==> config.mk <==
export PLATFORM = sky130hd
export DESIGN_NAME = vjtag_cmd_ctrl
export DESIGN_NICKNAME = d
export VERILOG_FILES = /design/src/rtl/vjtag_pkg.sv /design/src/rtl/vjtag_cmd_ctrl.sv
export SDC_FILE = /design/constraint.sdc
export NUM_CORES = 1
export LEC_CHECK = 0
export ABC_AREA = 0
export CORE_ASPECT_RATIO = 1.1
export CORE_UTILIZATION = 29
export DETAILED_ROUTE_END_ITERATION = 16
export PLACE_DENSITY = 0.57
export SKIP_LAST_GASP = 1
export SLEW_MARGIN = 10
export SYNTH_ARGS = -nofsm -noshare
export SYNTH_HDL_FRONTEND = slang
export SYNTH_SLANG_ARGS = --single-unit
==> constraint.sdc <==
create_clock -name tck -period 2.88 [get_ports tck]
set_input_delay 0.576 -clock tck [delete_from_list [all_inputs] [get_ports tck]]
set_output_delay 0.576 -clock tck [all_outputs]
set_load 0.01 [all_outputs]
==> src/rtl/vjtag_pkg.sv <==
// rtl/vjtag_pkg.sv - shared constants, instruction codes and helpers for the virtual JTAG command controller
package vjtag_pkg;

  localparam int unsigned IR_W = 10;

  localparam logic [IR_W-1:0] IR_BYPASS = 10'h000;
  localparam logic [IR_W-1:0] IR_IDCODE = 10'h001;
  localparam logic [IR_W-1:0] IR_ADDR   = 10'h002;
  localparam logic [IR_W-1:0] IR_WRITE  = 10'h003;
  localparam logic [IR_W-1:0] IR_READ   = 10'h004;
  localparam logic [IR_W-1:0] IR_CLRERR = 10'h005;

  // Status bit positions inside ir_out; the low byte carries wr_count.
  localparam int unsigned ST_UNK_BIT = 9;
  localparam int unsigned ST_LEN_BIT = 8;

  typedef enum logic [2:0] {
    INS_BYPASS,
    INS_IDCODE,
    INS_ADDR,
    INS_WRITE,
    INS_READ,
    INS_CLRERR,
    INS_UNKNOWN
  } instr_e;

  function automatic int unsigned sr_width(input int unsigned data_w, input int unsigned addr_w);
    int unsigned w;
    w = 32;
    if (data_w > w) w = data_w;
    if (addr_w > w) w = addr_w;
    return w;
  endfunction

endpackage

==> src/rtl/vjtag_cmd_ctrl.sv <==
// rtl/vjtag_cmd_ctrl.sv - virtual JTAG instruction decode, DR shift chain and register-bus access
module vjtag_cmd_ctrl
  import vjtag_pkg::*;
#(
  parameter int unsigned DATA_W     = 32,
  parameter int unsigned ADDR_W     = 16,
  parameter logic [31:0] IDCODE_VAL = 32'h4A54_0001,
  parameter bit          AUTO_INC   = 1'b1
) (
  input  logic              tck,
  input  logic              rst_n,
  input  logic              tdi,
  output logic              tdo,
  input  logic [IR_W-1:0]   ir_in,
  output logic [IR_W-1:0]   ir_out,
  input  logic              vs_cdr,
  input  logic              vs_sdr,
  input  logic              vs_udr,
  input  logic              vs_uir,
  output logic [ADDR_W-1:0] reg_addr,
  output logic [DATA_W-1:0] reg_wdata,
  output logic              reg_wr,
  output logic              reg_rd,
  input  logic [DATA_W-1:0] reg_rdata
);

  localparam int unsigned SR_W     = sr_width(DATA_W, ADDR_W);
  localparam logic [6:0]  LEN_ADDR = 7'(ADDR_W);
  localparam logic [6:0]  LEN_DATA = 7'(DATA_W);

  instr_e            dec_ins;
  instr_e            ins_q, ins_d;
  logic [SR_W-1:0]   shift_reg_q, shift_reg_d;
  logic              bypass_q, bypass_d;
  logic [6:0]        bit_cnt_q, bit_cnt_d;
  logic [ADDR_W-1:0] addr_q, addr_d;
  logic [DATA_W-1:0] wdata_q, wdata_d;
  logic              wr_q, wr_d;
  logic              unk_err_q, unk_err_d;
  logic              len_err_q, len_err_d;
  logic [7:0]        wr_count_q, wr_count_d;
  logic [IR_W-1:0]   ir_out_q, ir_out_d;

  always_comb begin
    case (ir_in)
      IR_BYPASS: dec_ins = INS_BYPASS;
      IR_IDCODE: dec_ins = INS_IDCODE;
      IR_ADDR:   dec_ins = INS_ADDR;
      IR_WRITE:  dec_ins = INS_WRITE;
      IR_READ:   dec_ins = INS_READ;
      IR_CLRERR: dec_ins = INS_CLRERR;
      default:   dec_ins = INS_UNKNOWN;
    endcase
  end

  always_ff @(posedge tck or negedge rst_n) begin
    if (!rst_n) begin
      ins_q       <= INS_BYPASS;
      shift_reg_q <= '0;
      bypass_q    <= 1'b0;
      bit_cnt_q   <= '0;
      addr_q      <= '0;
      wdata_q     <= '0;
      wr_q        <= 1'b0;
      unk_err_q   <= 1'b0;
      len_err_q   <= 1'b0;
      wr_count_q  <= '0;
      ir_out_q    <= '0;
    end else begin
      ins_q       <= ins_d;
      shift_reg_q <= shift_reg_d;
      bypass_q    <= bypass_d;
      bit_cnt_q   <= bit_cnt_d;
      addr_q      <= addr_d;
      wdata_q     <= wdata_d;
      wr_q        <= wr_d;
      unk_err_q   <= unk_err_d;
      len_err_q   <= len_err_d;
      wr_count_q  <= wr_count_d;
      ir_out_q    <= ir_out_d;
    end
  end

  always_comb begin
    ins_d       = ins_q;
    shift_reg_d = shift_reg_q;
    bypass_d    = bypass_q;
    bit_cnt_d   = bit_cnt_q;
    addr_d      = addr_q;
    wdata_d     = wdata_q;
    wr_d        = 1'b0;
    unk_err_d   = unk_err_q;
    len_err_d   = len_err_q;
    wr_count_d  = wr_count_q;

    if (vs_sdr) begin
      shift_reg_d = {tdi, shift_reg_q[SR_W-1:1]};
      bypass_d    = tdi;
      if (bit_cnt_q != 7'h7F) bit_cnt_d = bit_cnt_q + 7'd1;
    end

    // Captured words sit in the top L bits so the LSB is the first bit on tdo.
    if (vs_cdr) begin
      ins_d     = dec_ins;
      bit_cnt_d = '0;
      case (dec_ins)
        INS_IDCODE: shift_reg_d = SR_W'(IDCODE_VAL) << (SR_W - 32);
        INS_ADDR:   shift_reg_d = SR_W'(addr_q) << (SR_W - ADDR_W);
        INS_READ:   shift_reg_d = SR_W'(reg_rdata) << (SR_W - DATA_W);
        default:    ;
      endcase
    end

    // Post-write increment lands as the strobe ends so reg_addr holds the old address during it.
    if (AUTO_INC && wr_q) addr_d = addr_q + 1'b1;

    if (vs_udr) begin
      case (ins_q)
        INS_ADDR: begin
          if (bit_cnt_q == LEN_ADDR) addr_d = shift_reg_q[SR_W-1 -: ADDR_W];
          else len_err_d = 1'b1;
        end
        INS_WRITE: begin
          if (bit_cnt_q == LEN_DATA) begin
            wdata_d    = shift_reg_q[SR_W-1 -: DATA_W];
            wr_d       = 1'b1;
            wr_count_d = wr_count_q + 8'd1;
          end else begin
            len_err_d = 1'b1;
          end
        end
        INS_READ: begin
          if (AUTO_INC) addr_d = addr_q + 1'b1;
        end
        default: ;
      endcase
    end

    if (vs_uir) begin
      if (dec_ins == INS_UNKNOWN) unk_err_d = 1'b1;
      if (dec_ins == INS_CLRERR) begin
        unk_err_d  = 1'b0;
        len_err_d  = 1'b0;
        wr_count_d = '0;
      end
    end

    ir_out_d             = '0;
    ir_out_d[ST_UNK_BIT] = unk_err_d;
    ir_out_d[ST_LEN_BIT] = len_err_d;
    ir_out_d[7:0]        = wr_count_d;
  end

  always_comb begin
    case (ins_q)
      INS_IDCODE:          tdo = shift_reg_q[SR_W-32];
      INS_ADDR:            tdo = shift_reg_q[SR_W-ADDR_W];
      INS_WRITE, INS_READ: tdo = shift_reg_q[SR_W-DATA_W];
      default:             tdo = bypass_q;
    endcase
  end

  assign reg_rd    = vs_cdr && (dec_ins == INS_READ);
  assign reg_addr  = addr_q;
  assign reg_wdata = wdata_q;
  assign reg_wr    = wr_q;
  assign ir_out    = ir_out_q;

endmodule
Word-level counts from Yosys, hierarchy flattened
Cells that the tools add are included.
- divide/modulo/power cells: 0
- multiply operators: 0
- reduce and logical (&&, ||, !) cells: 7
- muxes and demuxes: 29
- bitwise logic cells: 0
- shifts and indexed selects: 0
- equality and inequality tests: 17
- order comparisons: 0
- $add $sub $neg: 3
- operator list (cell ; number):
    one-hot mux 32 bit (3 select lines) ; 1
    2-to-1 mux 32 bit ; 2
    2-to-1 mux 16 bit ; 3
    2-to-1 mux 8 bit ; 5
    one-hot mux 16 bit (2 select lines) ; 1
    2-to-1 mux 7 bit ; 3
    == test 10 x 2 -> 1 bit (second input constant) ; 2
    == test 10 x 3 -> 1 bit (second input constant) ; 2
    one-hot mux 3 bit (6 select lines) ; 1
    adder 16 x 1 -> 16 bit (second input constant) ; 1
    == test 3 bit (second input constant) ; 4
    2-to-1 mux 1 bit ; 11
    == test 10 x 1 -> 1 bit (second input constant) ; 1
    zero test 10 bit ; 1
    == test 3 x 2 -> 1 bit (second input constant) ; 3
    adder 8 x 1 -> 8 bit (second input constant) ; 1
    adder 7 x 1 -> 7 bit (second input constant) ; 1
    == test 7 x 5 -> 1 bit (second input constant) ; 1
    == test 7 x 6 -> 1 bit (second input constant) ; 1
    inequality test 7 bit (second input constant) ; 1
    == test 3 x 1 -> 1 bit (second input constant) ; 2
    one-hot mux 1 bit (2 select lines) ; 2
    nonzero test 2 bit ; 2
    AND reduction 3 bit ; 1
    other kinds (3) ; 3
- logic and storage cells: 67
- memories: 0
- ROM bits: 0
- bits in registers: 112
- bits in writable memories: 0
- bits in latches: 0

Longest topological paths before layout
Gate-level depths: netlist (run 1).
- word-level depth: 6
- depth in mapped cells: 9

Worst setup path after synthesis (run 1)
Ideal clock, no wire load.
- kind: input to output
- from: input port ir_in[8]
- to: output port reg_rd
- path slack: 0.309 ns
- cell stages on the path: 5
- buffers on the path: 2
- arrival: 1.995 ns
- required time: 2.304 ns
- cell sequence: or4_1 > nor4bb_1 > and2_1 > clkbuf_1 > buf_2
- cells in the longest elaborated chain, start to end: 4
- elaborated cells between the ends (all ways): 9
- classes of those cells: eq/ne (6); mux (1); reduce/logical (2)
- RTL lines (item ; RTL line ; text):
    start: declaration ; vjtag_cmd_ctrl.sv:14 ; input logic [IR_W-1:0] ir_in,
    == test 10 x 3 -> 1 bit (tied with other cells) ; vjtag_cmd_ctrl.sv:45 ; case (ir_in)
    one-hot mux 3 bit (6 select lines) * ; vjtag_cmd_ctrl.sv:45 ;
    == test 3 bit * ; vjtag_cmd_ctrl.sv:163 ; assign reg_rd = vs_cdr && (dec_ins == INS_READ);
    logical AND 1 bit * ; vjtag_cmd_ctrl.sv:163 ;
    end: declaration ; vjtag_cmd_ctrl.sv:23 ; output logic reg_rd,
Every way passes the cells marked *; elsewhere a longest branch is shown, timed or not.

Worst setup path after layout (run 1)
Same ends and word-level chain as after synthesis.

==> results.md, run 1 <==
| Step | Quantity | Reported |
|---|---|---|
| sta | PnR worst setup slack | 0.1448 ns |
| synthesis | Number of different library cells in the post-synthesis netlist | 61 |
| sta | Final hold viol count | 0 |
| setup path | Slowest cell on crit path | or4_4 |
| cts | Total CTS buffers | 9 |
| synthesis | Ys Warns | 0 |
| cts | Number of sinks on the clock net | 102 |
| routing | Antenna Nets Post-Route | 0 |
| synthesis | Number of flops mapped to enable cells by yosys | 0 |
| cts | CTS hold repair buffers | 0 |
| synthesis | Synthesized area | 5469 um^2 |
| sta | Fin Clk Skew | 0.007853 ns |
| global route | Largest net degree at the start of global routing | 50 |
| setup path | Arrival time of data at the critical path endpoint | 2.16 ns |
| setup path | Kind of start point of the critical path | input port |
| sta | Final Critical Period | 2.735 ns |
| die | Die Footprint | 19,410 um^2 |
| global route | Number of antenna violations at the first check in global routing | 0 |
| cts | Clock tree from TritonCTS | yes |
| finish | Antenna diode count | 0 |
| global route | Global router's overall resource usage | 0.1688 |
| cts | Clk slew on worst S/H paths | 0.07 ns |
| setup path | Startpoint-to-endpoint class of the critical path | in2out |
| status | Status | finished clean |
| synthesis | Flip-flop and latch count after synthesis | 102 |
| pwr | Pwr dens | 510.0 nW/um^2 |
| global route | Number of global-route vias before repair | 4,876 |
| cts | Clock tree root driver cell | clkbuf_16 |
| place | Weighted congestion reported at the end of routability-driven placement | 0.8855 |
| sta | Slew @ Worst Pin | 0.8904 ns |
| sta | Setup repair after global routing missed its margin | false |
| routing | Detail-routed via count per cell | 5.209 |
| finish | Fill cell instance count of the final layout | 1,771 |
| die | Horizontal extent of the die | 132.9 um |
| place | Detail Placement HPWL | 11,670 um |
| cts | Level count of the clock H-tree | 3 |
| setup path | Maximum single-stage delay on the critical path | 0.55 ns |
| synthesis | Register area share after synthesis | 0.4667 |
| pwr | Total chip power | 3.703 mW |
| global route | Wire length of the first global-routing pass | 25,740 um |
| run | Max cap viols | 0 |
| routing | Detailed-router iteration count before antenna repair | 7 |
| cts | Number of buffers between clock root and the deepest sink | 2 |
| synthesis | Most used flip-flop cell after synthesis | dfrtp_1 |
| setup path | Endpoint required time on the critical path | 2.30 ns |
| die | Area of the placeable core | 18,410 um^2 |
| pwr | LEAKAGE | 3.043 nW |
| sta | Worst relative slew slack | 0.4064 |
| synthesis | Total nets after synthesis | 597 |
| die | Starting Density | 0.2970 |
| routing | Number of remaining DRC errors | 0 |
| die | Count of pins on the block boundary | 110 |
| min path | Class of the tightest hold or removal check | in2async |
| synthesis | Library cell occupying the most area in the post-synthesis netlist | dfrtp_1 |
| cts | Insertion delay to the later sink of the worst-skew pair | 0.35 ns |
| routing | Initial detailed-routing violation count | 354 |
| setup path | Endpoint kind of the worst setup timing path | output port |
| sta | Post-route clock period utilization | 0.9497 |
| sta | Max Slew Vio Count | 0 |
| sta | Finish-stage setup viols | 0 |
| place | Buffers added on ports | 109 |
| die | Number of rows created at floorplan | 52 |
| routing | Routed wirelength normalized by instance count | 17.75 um |
| sta | Highest attainable clock frequency | 365.6 MHz |
| place | Placement Setup Slack | -0.3474 ns |
| synthesis | Synthesized area per cell | 10.05 um^2 |
| synthesis | Ys async rst share | 1.000 |
| sta | Worst slack on hold paths | 0.1626 ns |
| die | Die extent in y | 146.0 um |
| synthesis | Leading post-synthesis cells by cell area | dfrtp_1, mux2_2, mux2i_1 |
| setup path | Largest fanout on the critical path | 2 |
| routing | Routed WL | 16,030 um |
| global route | Total global routing overflow | 0 |
| finish | Post-synthesis to final-layout area growth | 32.76% |
| setup path | Worst path top cell family by delay | simple AND/OR/NAND/NOR gates |
| pwr | Maximum vdd drop | 264.2 uV |
| synthesis | Share of the synthesized area in the top cell type | 0.4667 |
| finish | Utilization after layout | 0.3943 |
| setup path | Worst-path cell chain | clkdlybuf4s50_1 -> or4_4 -> nor4bb_4 -> and2_4 -> clkbuf_2 |
| routing | Total via count in the routed design | 4,704 |
| synthesis | Synthesized instance count | 544 |
| finish | Count of nets after finishing | 709 |
| finish | Proportion of layout cells with a drive suffix above 1 | 0.1439 |
| setup path | Number of buffers and inverters on the critical path | 2 |
-- power by group --
group / internal (mW) / switching, mW / total [mW]
Clock: 0.706 / 0.574 / 1.28
Combinational: 0.296 / 0.247 / 0.544
Sequential: 1.64 / 0.242 / 1.88
-- layer usage --
layer / share of wire / wire (um) / GRT usage
met5: 0 / 0 / 0
met1: 0.44 / 7048 / 0.2143
met4: 0.028 / 452 / 0.07701
met3: 0.064 / 1018 / 0.03646
met2: 0.47 / 7510 / 0.2741
-- cell type report --
| cell class | instances | area [um^2] | area share |
|---|---|---|---|
| tap | 243 | 304.0 | 0.04187 |
| clock inverter | 5 | 65.06 | 0.008961 |
| multi-input combinational | 396 | 2746 | 0.3783 |
| timing repair buffer | 141 | 1331 | 0.1834 |
| clock buffer | 10 | 239.0 | 0.03291 |
| sequential | 102 | 2552 | 0.3515 |
| inverter | 6 | 22.52 | 0.003102 |
-- kinds of logic after synthesis --
family	synth area share
AOI/OAI and AO/OA	0.1597
xor gates and xnor gates	0.03843
adders and majority gates	0.009152
buffers and inverters	0.03500
DFF	0.4667
muxes	0.1377
and+or+nand+nor	0.1533
-- Yosys cell counts (8+ instances only) --
cell and instances:
a22oi_1 8, o21ai_0 48, mux2_2 34, dfrtp_1 102
nand3_1 10, nor4_1 8, a21oi_1 30, xnor2_1 13
a221oi_1 11, mux2i_1 37, nor2b_1 10, clkbuf_1 28
nand2_1 42, nor2_1 39, xor2_1 11
-- layout by cell type, fill, tap and decap left out, types with 3 or more instances in the layout --
master,instances
and3_1,5
nand2b_1,6
mux2i_1,37
o21a_1,4
o221ai_1,3
clkbuf_16,9
o211ai_1,4
o311ai_0,5
nand3_1,10
ha_1,4
o21ai_0,48
nand2_1,42
inv_1,6
a21oi_1,30
o31ai_1,4
nor2b_1,10
nor3_1,6
a22oi_1,8
nor2_1,39
xnor2_1,13
nor4_1,8
or3_1,4
dfrtp_1,102
a31oi_1,4
nand4_1,6
inv_6,4
o22ai_1,3
xor2_1,11
a221oi_1,11
buf_4,32
mux2_2,34
clkdlybuf4s50_1,106
-- metrics by stage --
stage	cells	setup TNS, ns	cell area [um^2]
6_report	903	0	7261
3_5_place_dp	885	-0.3474	6924
4_1_cts	901	0	7251
3_3_place_gp	885	-0.2881	6924
5_1_grt	903	0	7261
2_1_floorplan	544	0	5469
-- registers in the layout, summed over array words and instances (netlist names) --
name         cells
bit_cnt_q        7
bypass_q         1
ir_out          10
reg_wdata       32
reg_wr           1
shift_reg_q     32
reg_addr        16
ins_q            3
-- repair_timing --
action,in CTS,in global routing
endpoints found under the hold margin,0,0
endpoints found under the setup margin,1,1
setup buffers,1,2
gates resized for setup,5,1
pin swaps,1,2
-- final timing paths --
kind	from	endpoint	slack, ns	cells past startpoint
hold / removal	rst_n	shift_reg_q[9]$_DFF_PN0_	0.16	1
min in group tck	reg_wdata[14]$_DFFE_PN0P_	reg_wdata[14]$_DFFE_PN0P_	0.51	1
setup / recovery	ir_in[8]	reg_rd	0.14	5
hold reg to reg	reg_wdata[14]$_DFFE_PN0P_	reg_wdata[14]$_DFFE_PN0P_	0.51	1
max in group asynchronous	rst_n	reg_addr[6]$_DFF_PN0_	2.03	2
setup reg to reg	bit_cnt_q[0]$_DFFE_PN0P_	ir_out[7]$_DFF_PN0_	0.43	7
Power figures use the tool's default switching activity.
==> inputs of run 2 (changes only) <==
--- a/config.mk
+++ b/config.mk
@@ -6,12 +6,12 @@
 export NUM_CORES = 1
 export LEC_CHECK = 0
 export ABC_AREA = 0
-export CORE_ASPECT_RATIO = 1.1
+export CORE_ASPECT_RATIO = 1.2
 export CORE_UTILIZATION = 29
 export DETAILED_ROUTE_END_ITERATION = 16
 export PLACE_DENSITY = 0.57
 export SKIP_LAST_GASP = 1
-export SLEW_MARGIN = 10
+export SLEW_MARGIN = 15
 export SYNTH_ARGS = -nofsm -noshare
 export SYNTH_HDL_FRONTEND = slang
 export SYNTH_SLANG_ARGS = --single-unit
==> run 2 against run 1 <==
Compared with the run above:
- via count up 1.8%
- fmax down 0.16%
- sequential share of layout area down 0.40 points
- critical path depth unchanged
- register-to-register slack better by 0.09 ns
- routed wire length up 4.0%
- die area about the same
- clock power up 5%
- non-clock buffer count up 4
- first-iteration DRC count up 8.2%
- critical endpoint unchanged
- largest cell class unchanged
==> results.md, run 2 (same netlist as run 1, synthesis figures left out) <==
| Step | Quantity | Reported |
|---|---|---|
| setup path | Beginning of the worst register-to-register path | bit_cnt_q[0]$_DFFE_PN0P_ |
| setup path | Startpoint-to-endpoint class of the critical path | in2out |
| setup path | Reg2reg path depth | 7 |
| global route | Number of antenna violations at the first check in global routing | 0 |
| sta | Final Critical Period | 2.740 ns |
| finish | Most common cell after layout, fill and taps aside | clkdlybuf4s50_1 |
| sta | Finish-stage setup viols | 0 |
| place | Detail Placement HPWL | 11,940 um |
| routing | Detailed-router iteration count before antenna repair | 5 |
| setup path | Largest fanout on the critical path | 2 |
| cts | Clock tree from TritonCTS | yes |
| pwr | Maximum vdd drop | 269.3 uV |
| sta | Max Slew Vio Count | 0 |
| cts | Level count of the clock H-tree | 3 |
| finish | Post-synthesis to final-layout area growth | 34.29% |
| routing | Number of remaining DRC errors | 0 |
| die | Starting Density | 0.2987 |
| global route | Total global routing overflow | 0 |
| sta | Worst slack on hold paths | 0.2266 ns |
| global route | Largest net degree at the start of global routing | 57 |
| finish | Most frequent cells in the layout | clkdlybuf4s50_1, dfrtp_1, o21ai_0 |
| cts | Insertion delay to the later sink of the worst-skew pair | 0.36 ns |
| global route | Number of global-route vias before repair | 4,915 |
| die | Number of rows created at floorplan | 54 |
| cts | Clk slew on worst S/H paths | 0.07 ns |
| cts | Number of buffers between clock root and the deepest sink | 2 |
| die | Horizontal extent of the die | 127.4 um |
| sta | Highest attainable clock frequency | 365.0 MHz |
| setup path | Endpoint required time on the critical path | 2.30 ns |
| sta | Slew @ Worst Pin | 0.8827 ns |
| pwr | Pwr dens | 514.8 nW/um^2 |
| die | Area of the placeable core | 18,310 um^2 |
| place | Buffers added on ports | 109 |
| routing | Antenna Nets Post-Route | 0 |
| finish | Antenna diode count | 0 |
| status | Status | finished clean |
| sta | Worst relative slew slack | 0.4115 |
| place | Placed Area | 6954 um^2 |
| routing | Initial detailed-routing violation count | 383 |
| die | Die Footprint | 19,410 um^2 |
| setup path | Maximum single-stage delay on the critical path | 0.56 ns |
| finish | Proportion of layout cells with a drive suffix above 1 | 0.1504 |
| run | Max cap viols | 0 |
| sta | Final hold viol count | 0 |
| setup path | Kind of start point of the critical path | input port |
| min path | Class of the tightest hold or removal check | in2async |
| die | Die extent in y | 152.4 um |
| finish | Count of nets after finishing | 713 |
| setup path | R2r endpoint | ir_out[7]$_DFF_PN0_ |
| setup path | Arrival time of data at the critical path endpoint | 2.16 ns |
| setup path | Worst-path cell chain | clkdlybuf4s50_1 -> or4_4 -> nor4bb_4 -> and2_4 -> buf_2 |
| place | Weighted congestion reported at the end of routability-driven placement | 0.8872 |
| global route | Global router's overall resource usage | 0.1778 |
| finish | Fill cell instance count of the final layout | 1,826 |
| setup path | Slowest cell on crit path | or4_4 |
| cts | Clock tree root driver cell | clkbuf_16 |
| sta | Fin Clk Skew | 0.008704 ns |
| routing | Routed wirelength normalized by instance count | 18.18 um |
| cts | Number of sinks on the clock net | 102 |
| setup path | Number of buffers and inverters on the critical path | 2 |
| finish | Fin area | 7345 um^2 |
| cts | CTS hold repair buffers | 0 |
| routing | Detail-routed via count per cell | 5.222 |
| setup path | Worst path top cell family by delay | simple AND/OR/NAND/NOR gates |
| die | Count of pins on the block boundary | 110 |
| routing | Total via count in the routed design | 4,789 |
| pwr | LEAKAGE | 3.072 nW |
| global route | Wire length of the first global-routing pass | 26,740 um |
| cts | Total CTS buffers | 9 |
| setup path | Endpoint kind of the worst setup timing path | output port |
| sta | Post-route clock period utilization | 0.9513 |
| routing | Routed WL | 16,670 um |
| sta | Setup repair after global routing missed its margin | false |
| setup path | Reg-to-reg setup timing slack | 0.52 ns |
## run 2: cell types whose count changed in the layout (fill, tap and decap cells not counted), sizes merged
cell      before  now
bufinv         1    2
inv           10    7
clkinvlp       0    3
clkinv         0    1
buf           34   39
clkbuf        11    9
## run 2: worst max-delay path by stage
| stage | from | endpoint | slack, ns | depth (start not counted) |
|---|---|---|---|---|
| 3_3_place_gp | ir_in[8] | reg_rd | -0.32 | 5 |
| 6_report | ir_in[4] | reg_rd | 0.14 | 5 |
| 4_1_cts | ir_in[8] | reg_rd | 0.002 | 5 |
| 2_1_floorplan | ir_in[8] | reg_rd | 0.31 | 5 |
| 5_1_grt | ir_in[4] | shift_reg_q[17]$_DFF_PN0_ | 0.07 | 13 |
| 3_5_place_dp | ir_in[8] | reg_rd | -0.33 | 5 |
## run 2: timing repair
| action | CTS | global route |
|---|---|---|
| pin swaps | 2 | 3 |
| setup endpoints to repair | 1 | 11 |
| setup buffers | 9 | 0 |
| resized for setup | 5 | 3 |
## run 2: area by class of cell
cell class	instances	area, um^2	share of cell area
clock buffers	9	225.2	0.03066
multi-input cells	396	2746	0.3739
clock inverters	7	96.34	0.01312
inverters	6	22.52	0.003066
repair buffers	145	1386	0.1888
flip-flops and latches	102	2552	0.3475
well taps	252	315.3	0.04293
## run 2: per-stage QoR
step	power (mW)	utilization	setup slack, ns	setup TNS (ns)	instances
final	3.781	0.4011	0.1403	0	917
after global routing	3.943	0.4011	0.07288	0	917
after CTS	3.814	0.4017	0.001564	0	919
after detailed placement	2.459	0.3798	-0.3282	-0.3282	894
after global placement	2.434	0.3798	-0.3200	-0.3200	894
after floorplan	2.134	-	0.3091	0	544
## run 2: power by group
part           internal (mW)  switching (mW)
Clock                  0.764           0.585
Sequential              1.64           0.251
Combinational          0.296           0.249
## run 2: layer usage
layer	routed length, um	global-route usage	vias to the layer above	part of all wire
met3	835	0.03265	23	0.050
met5	0	0	-	0
li1	-	-	2229	-
met2	8176	0.2982	144	0.49
met1	7253	0.2231	2393	0.44
met4	406	0.07426	0	0.024
==> inputs of run 3 (changes only) <==
--- a/config.mk
+++ b/config.mk
@@ -7,6 +7,7 @@
 export LEC_CHECK = 0
 export ABC_AREA = 0
 export CORE_ASPECT_RATIO = 1.2
+export CORE_MARGIN = 10
 export CORE_UTILIZATION = 29
 export DETAILED_ROUTE_END_ITERATION = 16
 export PLACE_DENSITY = 0.57
==> run 3 against run 2 <==
Compared with the run above:
- via count decreased by 1.9%
- final cell count decreased by 0.65%
- power decreased by 3.5%
- non-clock buffer count decreased by 6
==> results.md, run 3 (same netlist as run 1, synthesis figures left out) <==
| Step | Quantity | Reported |
|---|---|---|
| setup path | Arrival time of data at the critical path endpoint | 2.24 ns |
| min path | Class of the tightest hold or removal check | in2async |
| finish | Most frequent cells in the layout | clkdlybuf4s50_1, dfrtp_1, o21ai_0 |
| routing | Routed wire length on met3 | 980 um |
| cts | Number of sinks on the clock net | 102 |
| sta | PnR worst setup slack | 0.05941 ns |
| place | Placement Setup Slack | -0.3263 ns |
| setup path | Endpoint required time on the critical path | 2.30 ns |
| routing | Initial detailed-routing violation count | 467 |
| routing | Detailed-router iteration count before antenna repair | 5 |
| finish | Most common cell after layout, fill and taps aside | clkdlybuf4s50_1 |
| setup path | Largest fanout on the critical path | 3 |
| cts | CTS hold repair buffers | 0 |
| sta | Slew @ Worst Pin | 0.9239 ns |
| global route | Number of antenna violations at the first check in global routing | 0 |
| finish | Antenna diode count | 0 |
| sta | Final hold viol count | 0 |
| finish | Fin area | 7283 um^2 |
| die | Die extent in y | 170.4 um |
| die | Die Footprint | 24,770 um^2 |
| sta | Final Critical Period | 2.821 ns |
| pwr | Pwr dens | 500.9 nW/um^2 |
| cts | Number of buffers between clock root and the deepest sink | 2 |
| routing | Met2 wire length | 8420 um |
| sta | Worst slack on hold paths | 0.09734 ns |
| setup path | Reg2reg path depth | 7 |
| finish | Post-synthesis to final-layout area growth | 33.17% |
| cts | Clock tree root driver cell | clkbuf_16 |
| die | Count of pins on the block boundary | 110 |
| cts | Total CTS buffers | 9 |
| run | Max cap viols | 0 |
| setup path | Kind of start point of the critical path | input port |
| pwr | LEAKAGE | 3.030 nW |
| routing | Routed wirelength normalized by instance count | 19.05 um |
| sta | Worst relative slew slack | 0.3841 |
| sta | Highest attainable clock frequency | 354.5 MHz |
| place | Buffers added on ports | 109 |
| place | Placed Area | 6954 um^2 |
| die | Starting Density | 0.2976 |
| cts | Insertion delay to the later sink of the worst-skew pair | 0.36 ns |
| routing | Uppermost metal layer occupied by signal nets | met4 |
| pwr | Maximum vdd drop | 262.0 uV |
| routing | Routed WL | 17,350 um |
| global route | Wire length of the first global-routing pass | 27,690 um |
| cts | Clk slew on worst S/H paths | 0.08 ns |
| global route | Total global routing overflow | 0 |
| sta | Fin Clk Skew | 0.01733 ns |
| die | Area of the placeable core | 18,380 um^2 |
| status | Status | finished clean |
| die | Number of rows created at floorplan | 54 |
| sta | Setup TNS | 0 ns |
| place | Detail Placement HPWL | 12,700 um |
| setup path | First element of the critical path | ir_in[8] |
| setup path | Last element of the critical path | reg_rd |
| routing | Total via count in the routed design | 4,698 |
| routing | Number of remaining DRC errors | 0 |
| sta | Finish-stage setup viols | 0 |
| routing | Antenna Nets Post-Route | 0 |
| global route | Global router's overall resource usage | 0.1400 |
| place | Weighted congestion reported at the end of routability-driven placement | 0.8956 |
| cts | Level count of the clock H-tree | 3 |
| finish | Proportion of layout cells with a drive suffix above 1 | 0.1426 |
| routing | Detail-routed via count per cell | 5.157 |
| sta | Max Slew Vio Count | 0 |
| setup path | Beginning of the worst register-to-register path | bit_cnt_q[0]$_DFFE_PN0P_ |
| global route | Number of global-route vias before repair | 4,820 |
| cts | Clock tree from TritonCTS | yes |
| finish | Count of nets after finishing | 707 |
| setup path | Endpoint kind of the worst setup timing path | output port |
| routing | M1 WL | 7562 um |
| global route | Largest net degree at the start of global routing | 47 |
| die | Horizontal extent of the die | 145.4 um |
| pwr | Total chip power | 3.648 mW |
| setup path | Reg-to-reg setup timing slack | 0.52 ns |
| setup path | Startpoint-to-endpoint class of the critical path | in2out |
| sta | Post-route clock period utilization | 0.9794 |
| setup path | R2r endpoint | ir_out[7]$_DFF_PN0_ |
==> run 3: through the flow <==
step / util / instances
3_5_place_dp: 0.3784 / 894
4_1_cts: 0.3953 / 910
2_1_floorplan: - / 544
3_3_place_gp: 0.3784 / 894
6_report: 0.3963 / 911
5_1_grt: 0.3963 / 911
==> run 3: worst max-delay path: stages <==
cell	delay, ns
clkdlybuf4s50_1	0.40
or4_4	0.56
nor4bb_4	0.31
and2_4	0.19
clkdlybuf4s15_2	0.22
==> run 3: how the worst min path moves through the flow <==
stage                from                         to  slack [ns]
floorplan           rst_n   bit_cnt_q[0]$_DFFE_PN0P_        0.28
global placement    rst_n  reg_wdata[26]$_DFFE_PN0P_        0.49
detailed placement  rst_n  shift_reg_q[26]$_DFF_PN0_        0.49
CTS                 rst_n  shift_reg_q[26]$_DFF_PN0_        0.09
global route        rst_n  reg_wdata[26]$_DFFE_PN0P_         0.1
finish              rst_n  reg_wdata[26]$_DFFE_PN0P_         0.1
==> run 3: cell type report <==
type / count / area, um^2
Clock buffer: 9 / 225.2
Clock inverter: 7 / 73.82
Fill cell: 1868 / 11090
Inverter: 6 / 22.52
Multi-Input combinational cell: 396 / 2746
Sequential cell: 102 / 2552
Tap cell: 252 / 315.3
Timing Repair Buffer: 139 / 1348
==> run 3: what timing repair did <==
action / in CTS / in global routing
endpoints found under the hold margin: 0 / 0
setup buffers: 0 / 1
cloned: 0 / 0
setup endpoints to repair: 1 / 1
pin swaps: 2 / 2
gates resized for setup: 5 / 2
==> run 3: per-layer routing <==
| metal | GRT usage | vias up |
|---|---|---|
| li1 | - | 2222 |
| met1 | 0.1763 | 2298 |
| met2 | 0.2264 | 153 |
| met3 | 0.03476 | 25 |
| met4 | 0.05590 | 0 |
| met5 | 0 | - |
==> run 3: report_power, final <==
part	switching (mW)	total (mW)	internal, mW	leakage (nW)
registers	0.242	1.88	1.64	1.34
logic	0.249	0.545	0.296	1.55
clock network	0.611	1.23	0.614	0.140
